$ cat config.mk
export PLATFORM = sky130hd
export DESIGN_NAME = dti_iniu_pr
export DESIGN_NICKNAME = d
export VERILOG_FILES = /design/src/rtl/dti_iniu_pr.sv
export SDC_FILE = /design/constraint.sdc
export NUM_CORES = 1
export LEC_CHECK = 0
export ABC_AREA = 1
export BUFFER_PORTS_ARGS = -buffer_cell sky130_fd_sc_hd__buf_4
export CAP_MARGIN = 20
export CORE_AREA = 2 2 171 173
export CTS_CLUSTER_DIAMETER = 120
export CTS_CLUSTER_SIZE = 24
export DETAILED_ROUTE_END_ITERATION = 12
export DIE_AREA = 0 0 173 175
export GPL_TIMING_DRIVEN = 0
export PLACE_DENSITY_LB_ADDON = 0.1
export SETUP_SLACK_MARGIN = 0.1
export SLEW_MARGIN = 20
export SYNTH_ARGS = -nofsm -noshare
export SYNTH_HDL_FRONTEND = slang
export SYNTH_SLANG_ARGS = --single-unit
$ cat constraint.sdc
create_clock -name clk -period 4.8 [get_ports clk]
set_clock_uncertainty 0.05 [all_clocks]
set_input_delay 0.96 -clock clk [delete_from_list [all_inputs] [get_ports clk]]
set_output_delay 0.96 -clock clk [all_outputs]
set_load 0.03 [all_outputs]
$ cat src/rtl/dti_iniu_pr.sv
// dti_iniu_pr: DTI initiator NIU with per-TBU partial reset between DTI-TBU AXI-Stream and NoC channels
// Ports: clk/rst_n (sync, active-low); pr_req/pr_done/timeout_err/tbu_idle/idle reset control and status;
//        req_t*/rsp_t* upstream DTI streams; req_*/rsp_* NoC request/response channels.
module dti_iniu_pr #(
  parameter int TBU_NUM = 8,
  parameter int TID_W   = 6,
  parameter int DATA_W  = 80,
  parameter int KEEP_W  = DATA_W / 8,
  parameter int TO_W    = 10
) (
  input  logic                     clk,
  input  logic                     rst_n,
  input  logic [TBU_NUM-1:0]       pr_req,
  output logic [TBU_NUM-1:0]       pr_done,
  output logic                     timeout_err,
  output logic [TBU_NUM-1:0]       tbu_idle,
  output logic                     idle,
  input  logic                     req_tvalid,
  output logic                     req_tready,
  input  logic [DATA_W-1:0]        req_tdata,
  input  logic [KEEP_W-1:0]        req_tkeep,
  input  logic                     req_tlast,
  input  logic [TID_W-1:0]         req_tid,
  output logic                     rsp_tvalid,
  input  logic                     rsp_tready,
  output logic [DATA_W-1:0]        rsp_tdata,
  output logic [KEEP_W-1:0]        rsp_tkeep,
  output logic                     rsp_tlast,
  output logic [TID_W-1:0]         rsp_tid,
  output logic                     req_valid,
  input  logic                     req_ready,
  output logic [DATA_W+KEEP_W-1:0] req_payload,
  output logic [TID_W-1:0]         req_srcid,
  output logic [TID_W-1:0]         req_tgtid,
  output logic                     req_qos,
  output logic                     req_last,
  input  logic                     req_threshold,
  input  logic                     rsp_valid,
  output logic                     rsp_ready,
  input  logic [DATA_W+KEEP_W-1:0] rsp_payload,
  input  logic [TID_W-1:0]         rsp_srcid,
  input  logic [TID_W-1:0]         rsp_tgtid,
  input  logic                     rsp_qos,
  input  logic                     rsp_last,
  output logic                     rsp_threshold
);
  localparam int IW = $clog2(TBU_NUM);
  typedef enum logic [2:0] {S_IDLE, S_CONN, S_TRANS, S_TERM, S_DISC, S_WAIT} st_t;
  st_t              r_st [TBU_NUM];
  st_t              w_nxt [TBU_NUM];
  logic [TBU_NUM-1:0] r_pend, r_done;
  logic             r_to, r_act;
  logic [IW-1:0]    r_tgt, w_sel, w_j;
  logic [TO_W-1:0]  r_cnt;
  logic [TBU_NUM-1:0] w_req_hit, w_rsp_hit, w_busy, w_cand, w_done, w_idle_req;
  logic             w_inj, w_inj_acc, w_req_blk, w_rsp_blk, w_up_hs, w_ack, w_ack_st;
  logic             w_tgt_wait, w_tgt_ack, w_to, w_sel_ok, w_sel_go, w_unused;
  assign w_unused = ^{req_threshold, rsp_qos};
  always_comb begin
    for (int i = 0; i < TBU_NUM; i++) begin
      w_req_hit[i]  = req_tid == TID_W'(i);
      w_rsp_hit[i]  = rsp_srcid == TID_W'(i);
      w_busy[i]     = r_st[i] inside {S_TERM, S_DISC, S_WAIT};
      tbu_idle[i]   = r_st[i] == S_IDLE;
    end
  end
  assign idle       = &tbu_idle;
  assign w_cand     = r_pend & ~tbu_idle;
  assign w_tgt_wait = r_act && r_st[r_tgt] == S_WAIT;
  assign w_inj      = r_act && (r_st[r_tgt] == S_TERM || r_st[r_tgt] == S_DISC);
  assign w_inj_acc  = w_inj && req_ready;
  // Beats for a TBU being reset (or queued for reset) are swallowed so they never reach the NoC.
  assign w_req_blk  = |(w_req_hit & (w_busy | r_pend));
  assign w_rsp_blk  = |(w_rsp_hit & w_busy);
  assign req_tready = !w_inj && (w_req_blk || req_ready);
  assign req_valid  = w_inj || (req_tvalid && !w_req_blk);
  assign req_payload = w_inj ? {{DATA_W{1'b0}}, (r_st[r_tgt] == S_TERM ? {KEEP_W{1'b1}} : KEEP_W'(4'hf))}
                             : {req_tdata, req_tkeep};
  assign req_srcid  = w_inj ? TID_W'(r_tgt) : req_tid;
  assign req_last   = w_inj || req_tlast;
  assign req_tgtid  = '0;
  assign req_qos    = 1'b1;
  assign w_up_hs    = req_tvalid && !w_inj && !w_req_blk && req_ready;
  assign rsp_ready  = w_rsp_blk || rsp_tready;
  assign rsp_tvalid = rsp_valid && !w_rsp_blk;
  assign rsp_tdata  = rsp_payload[DATA_W+KEEP_W-1:KEEP_W];
  assign rsp_tkeep  = rsp_payload[KEEP_W-1:0];
  assign rsp_tid    = rsp_tgtid;
  assign rsp_tlast  = rsp_last;
  assign rsp_threshold = 1'b1;
  assign w_ack      = rsp_valid && rsp_ready && rsp_payload[KEEP_W+3:KEEP_W] == 4'h0;
  assign w_ack_st   = rsp_payload[KEEP_W+4];
  assign w_tgt_ack  = w_tgt_wait && w_ack && !w_ack_st && w_rsp_hit[r_tgt];
  // An ACK arriving on the expiry cycle wins over the timeout.
  assign w_to       = w_tgt_wait && (&r_cnt) && !w_tgt_ack;
  assign w_sel_go   = !r_act && w_sel_ok;
  // Scan downwards so the nearest candidate after the last target is the one left standing.
  always_comb begin
    w_sel_ok = 1'b0;
    w_sel    = '0;
    w_j      = '0;
    for (int k = TBU_NUM; k >= 1; k--) begin
      w_j = IW'((int'(r_tgt) + k) % TBU_NUM);
      if (w_cand[w_j]) begin
        w_sel_ok = 1'b1;
        w_sel    = w_j;
      end
    end
  end
  // Traffic-driven update first, reset selection applied on top of its result.
  always_comb begin
    for (int i = 0; i < TBU_NUM; i++) begin
      w_nxt[i]      = r_st[i];
      w_done[i]     = r_pend[i] && (tbu_idle[i] || (r_tgt == IW'(i) && (w_tgt_ack || w_to)));
      w_idle_req[i] = pr_req[i] && !r_pend[i] && tbu_idle[i];
      if (w_up_hs && w_req_hit[i])
        w_nxt[i] = (r_st[i] == S_CONN && !req_tlast) ? S_TRANS :
                   (r_st[i] == S_TRANS && req_tlast) ? S_CONN : r_st[i];
      if (w_ack && w_rsp_hit[i])
        w_nxt[i] = (r_st[i] == S_IDLE && w_ack_st) ? S_CONN :
                   ((r_st[i] == S_CONN || r_st[i] == S_WAIT) && !w_ack_st) ? S_IDLE : w_nxt[i];
      if (r_tgt == IW'(i) && w_inj_acc)
        w_nxt[i] = r_st[i] == S_TERM ? S_DISC : S_WAIT;
      if (r_tgt == IW'(i) && w_to)
        w_nxt[i] = S_IDLE;
      if (w_sel_go && w_sel == IW'(i))
        w_nxt[i] = w_nxt[i] == S_TRANS ? S_TERM : w_nxt[i] == S_CONN ? S_DISC : w_nxt[i];
    end
  end
  always_ff @(posedge clk) begin
    if (!rst_n) begin
      for (int i = 0; i < TBU_NUM; i++) r_st[i] <= S_IDLE;
      r_pend <= '0;
      r_done <= '0;
      r_to   <= 1'b0;
      r_act  <= 1'b0;
      r_tgt  <= IW'(TBU_NUM - 1);
      r_cnt  <= '0;
    end else begin
      for (int i = 0; i < TBU_NUM; i++) r_st[i] <= w_nxt[i];
      r_pend <= (r_pend | (pr_req & ~tbu_idle)) & ~w_done;
      r_done <= w_done | w_idle_req;
      r_to   <= w_to;
      if (w_sel_go) begin
        r_act <= 1'b1;
        r_tgt <= w_sel;
      end else if (r_act && w_done[r_tgt]) begin
        r_act <= 1'b0;
      end
      r_cnt <= (w_inj_acc && r_st[r_tgt] == S_DISC) ? '0 : w_tgt_wait ? r_cnt + 1'b1 : r_cnt;
    end
  end
  assign pr_done     = r_done;
  assign timeout_err = r_to;
endmodule

==> metrics.cfg <==
[status]
outcome=complete, no violations

[critical_path]
cp_top_family=buffers and inverters
cp_max_fo=10
endpoint_kind=output pin
path_cells=inv_1, nand3_1, nand2_1, o21ai_1, nand3_1, nand2_1, nand2_4, buf_6, inv_2, buf_2, buf_2, nor2_1, buf_4
crit_slowest_cell=dfxtp_1
path_buf_inv=6
max_stage_delay_ps=520
worstPathArrival_ps=2990
cp.required_ps=3790
path_class=flip-flop to output pin
start_kind=flip-flop

[finish]
multiInputGateArea_sq_um=4130
area_growth_pct=46.9
seqCellArea_sq_um=1160
drive_above_1_share=0.309
nNetsFinal=1871
final_common_cell=buf_4
finalCoreUtilization=0.364
fillerInstances=3211
stdcell_count=2037
layout_common_cells=443 x buf_4, 334 x nand2_1, 211 x inv_1
stdcell_area_sq_um=10300

[synthesis]
ys_top_cells_by_area=nand2_1 18%, dfxtp_1 16%, buf_4 12%, inv_1 11%, nand3_1 11%
ys_ff_latch=58
synth-edff-count=0
ys.flop_type=dfxtp_1
synth.distinct_cells=46
async_reset_ff_frac=0
syn-instance-count=1295
yosysTopAreaCellShare=0.178
yosysTopAreaCell=nand2_1
seq_area_frac_synth=0.165
syn_area_per_cell_sq_um=5.44
netlist_area_sq_um=7040
yosys_warnings=0

[placement]
numPortBuffers=335
placed_cells=2020
place_ws_ps=1150
dp_hpwl_microns=29800
gp_congestion=0.950
placed_area_sq_um=10100

[timing]
hold_ws_ps=438
finalHoldViolCount=0
rsz0062_at_grt=false
finalCritPeriodShare=0.833
worstMarginPinSlew_ps=931
fin_ws_ps=802
drv_slew=0
slew_headroom=0.380
finalCriticalPeriod_ps=4000
fmax_mhz=250
setup_viol=0
setup_tns_ps=0

[global_route]
overflow=0
grt.total_usage=0.221
grt_max_degree=13
grt_pass1_vias=8404
grt_pass1_wl_microns=50600
antenna_found_initial=2

[clocking]
tritoncts=built
clk_pin_slew_ps=60
cts-root-buf=clkbuf_16
cts_resized=0
post_cts_buffers=0
h-tree-depth=3
hold_buffers=0
clock_latency_ps=350
cts_sinks=58
cts_buffers=9
clockBufferDepth=2

[power_and_ir_drop]
p_int_mw=1.77
peakVddDrop_v=0.000412
pwr-share-clk=0.153
p_per_area_nw_per_um2=397
pwr-share-comb=0.706
power_mw=4.10
p_seq_frac=0.140
power.leakage_nw=5.79
switching_share=0.569
p_switching_mw=2.33

[floorplan]
num_rows=62
die_h_microns=175
dieWidth_microns=173
core_area_sq_um=28400
die-area_sq_um=30300
pin_count=440
initial_core_util=0.248

[detailed_routing]
drt_pass1_iterations=5
antenna_left=0
vias=9124
viasPerCell=4.48
drtIter0Drc=637
met2_length_microns=16000
drt_wl_total_microns=35000
dr.max_layer_used=met5
met1Wirelength_microns=15900
wl_met3_microns=2580
drc=0
post_drt_wl_per_cell_microns=17.2

[job]
cap_violations=0

[worst_hold_path]
hp-class=flip-flop to flip-flop

[cells by family after synthesis]
family,Yosys count,synth area share
DFF,58,0.165
AOI/OAI and AO/OA,104,0.0855
xor gates and xnor gates,6,0.00746
buffers and inverters,356,0.252
adders and majority gates,8,0.0142
and+or+nand+nor,761,0.475
other,2,0.00107
[sequential cells by signal, indices dropped and copies added, names as in the netlist, named ones only]
name         cells
r_pend           8
timeout_err      1
r_cnt           10
pr_done          8
r_act            1
r_tgt            3
r_st            24
[cell usage after synthesis, drive strengths merged (4+ instances only)]
library cell / number
o211ai: 5
dfxtp: 58
nor2: 199
nand3b: 7
or2: 7
o21ai: 43
nor4: 7
nor3: 19
xnor2: 4
a21oi: 43
nand3: 153
clkbuf: 14
buf: 119
inv: 221
nand4: 19
o21bai: 7
nand2: 339
nor3b: 8
ha: 8
[layer usage]
layer,track usage,up-vias
li1,-,4622
met1,0.299,4099
met2,0.356,363
met3,0.0446,38
met4,0.0583,2
met5,0,-
[worst min-delay path: cells and delay by family, from the launching register on]
kind | cells | cell delay [ps]
AOI/OAI and AO/OA | 1 | 50
DFF | 1 | 320
and+or+nand+nor | 1 | 60
[final timing paths]
path | startpoint | end | slack [ps] | cells past startpoint
hold reg to reg | r_cnt[1]$_SDFFE_PP0N_ | r_cnt[1]$_SDFFE_PP0N_ | 440 | 2
hold / removal | r_cnt[1]$_SDFFE_PP0N_ | r_cnt[1]$_SDFFE_PP0N_ | 440 | 2
setup / recovery | flip-flop | req_payload[82] | 800 | 13
setup reg to reg | r_tgt[0]$_SDFFE_PN1P_ | r_st[5][2]$_SDFF_PN0_ | 1420 | 16
[power by group through the flow]
stage | Combinational [mW] | Clock [mW] | Sequential [mW]
finish | 2.90 | 0.629 | 0.575
floorplan | 1.85 | 0 | 0.570
global placement | 2.86 | 0 | 0.583
detailed placement | 2.87 | 0 | 0.581
CTS | 2.87 | 0.636 | 0.571
global route | 3.13 | 0.657 | 0.577
[cell type report]
| type | count | share of cell area |
|---|---|---|
| flip-flops and latches | 58 | 0.112 |
| diodes | 1 | 0.000242 |
| repair buffers | 335 | 0.243 |
| multi-input cells | 887 | 0.399 |
| well taps | 384 | 0.0465 |
| clock inverters | 6 | 0.00411 |
| plain buffers | 133 | 0.0905 |
| clock buffers | 10 | 0.0231 |
| inverters | 223 | 0.0809 |
Note: power is estimated with default switching activity, not from simulation.
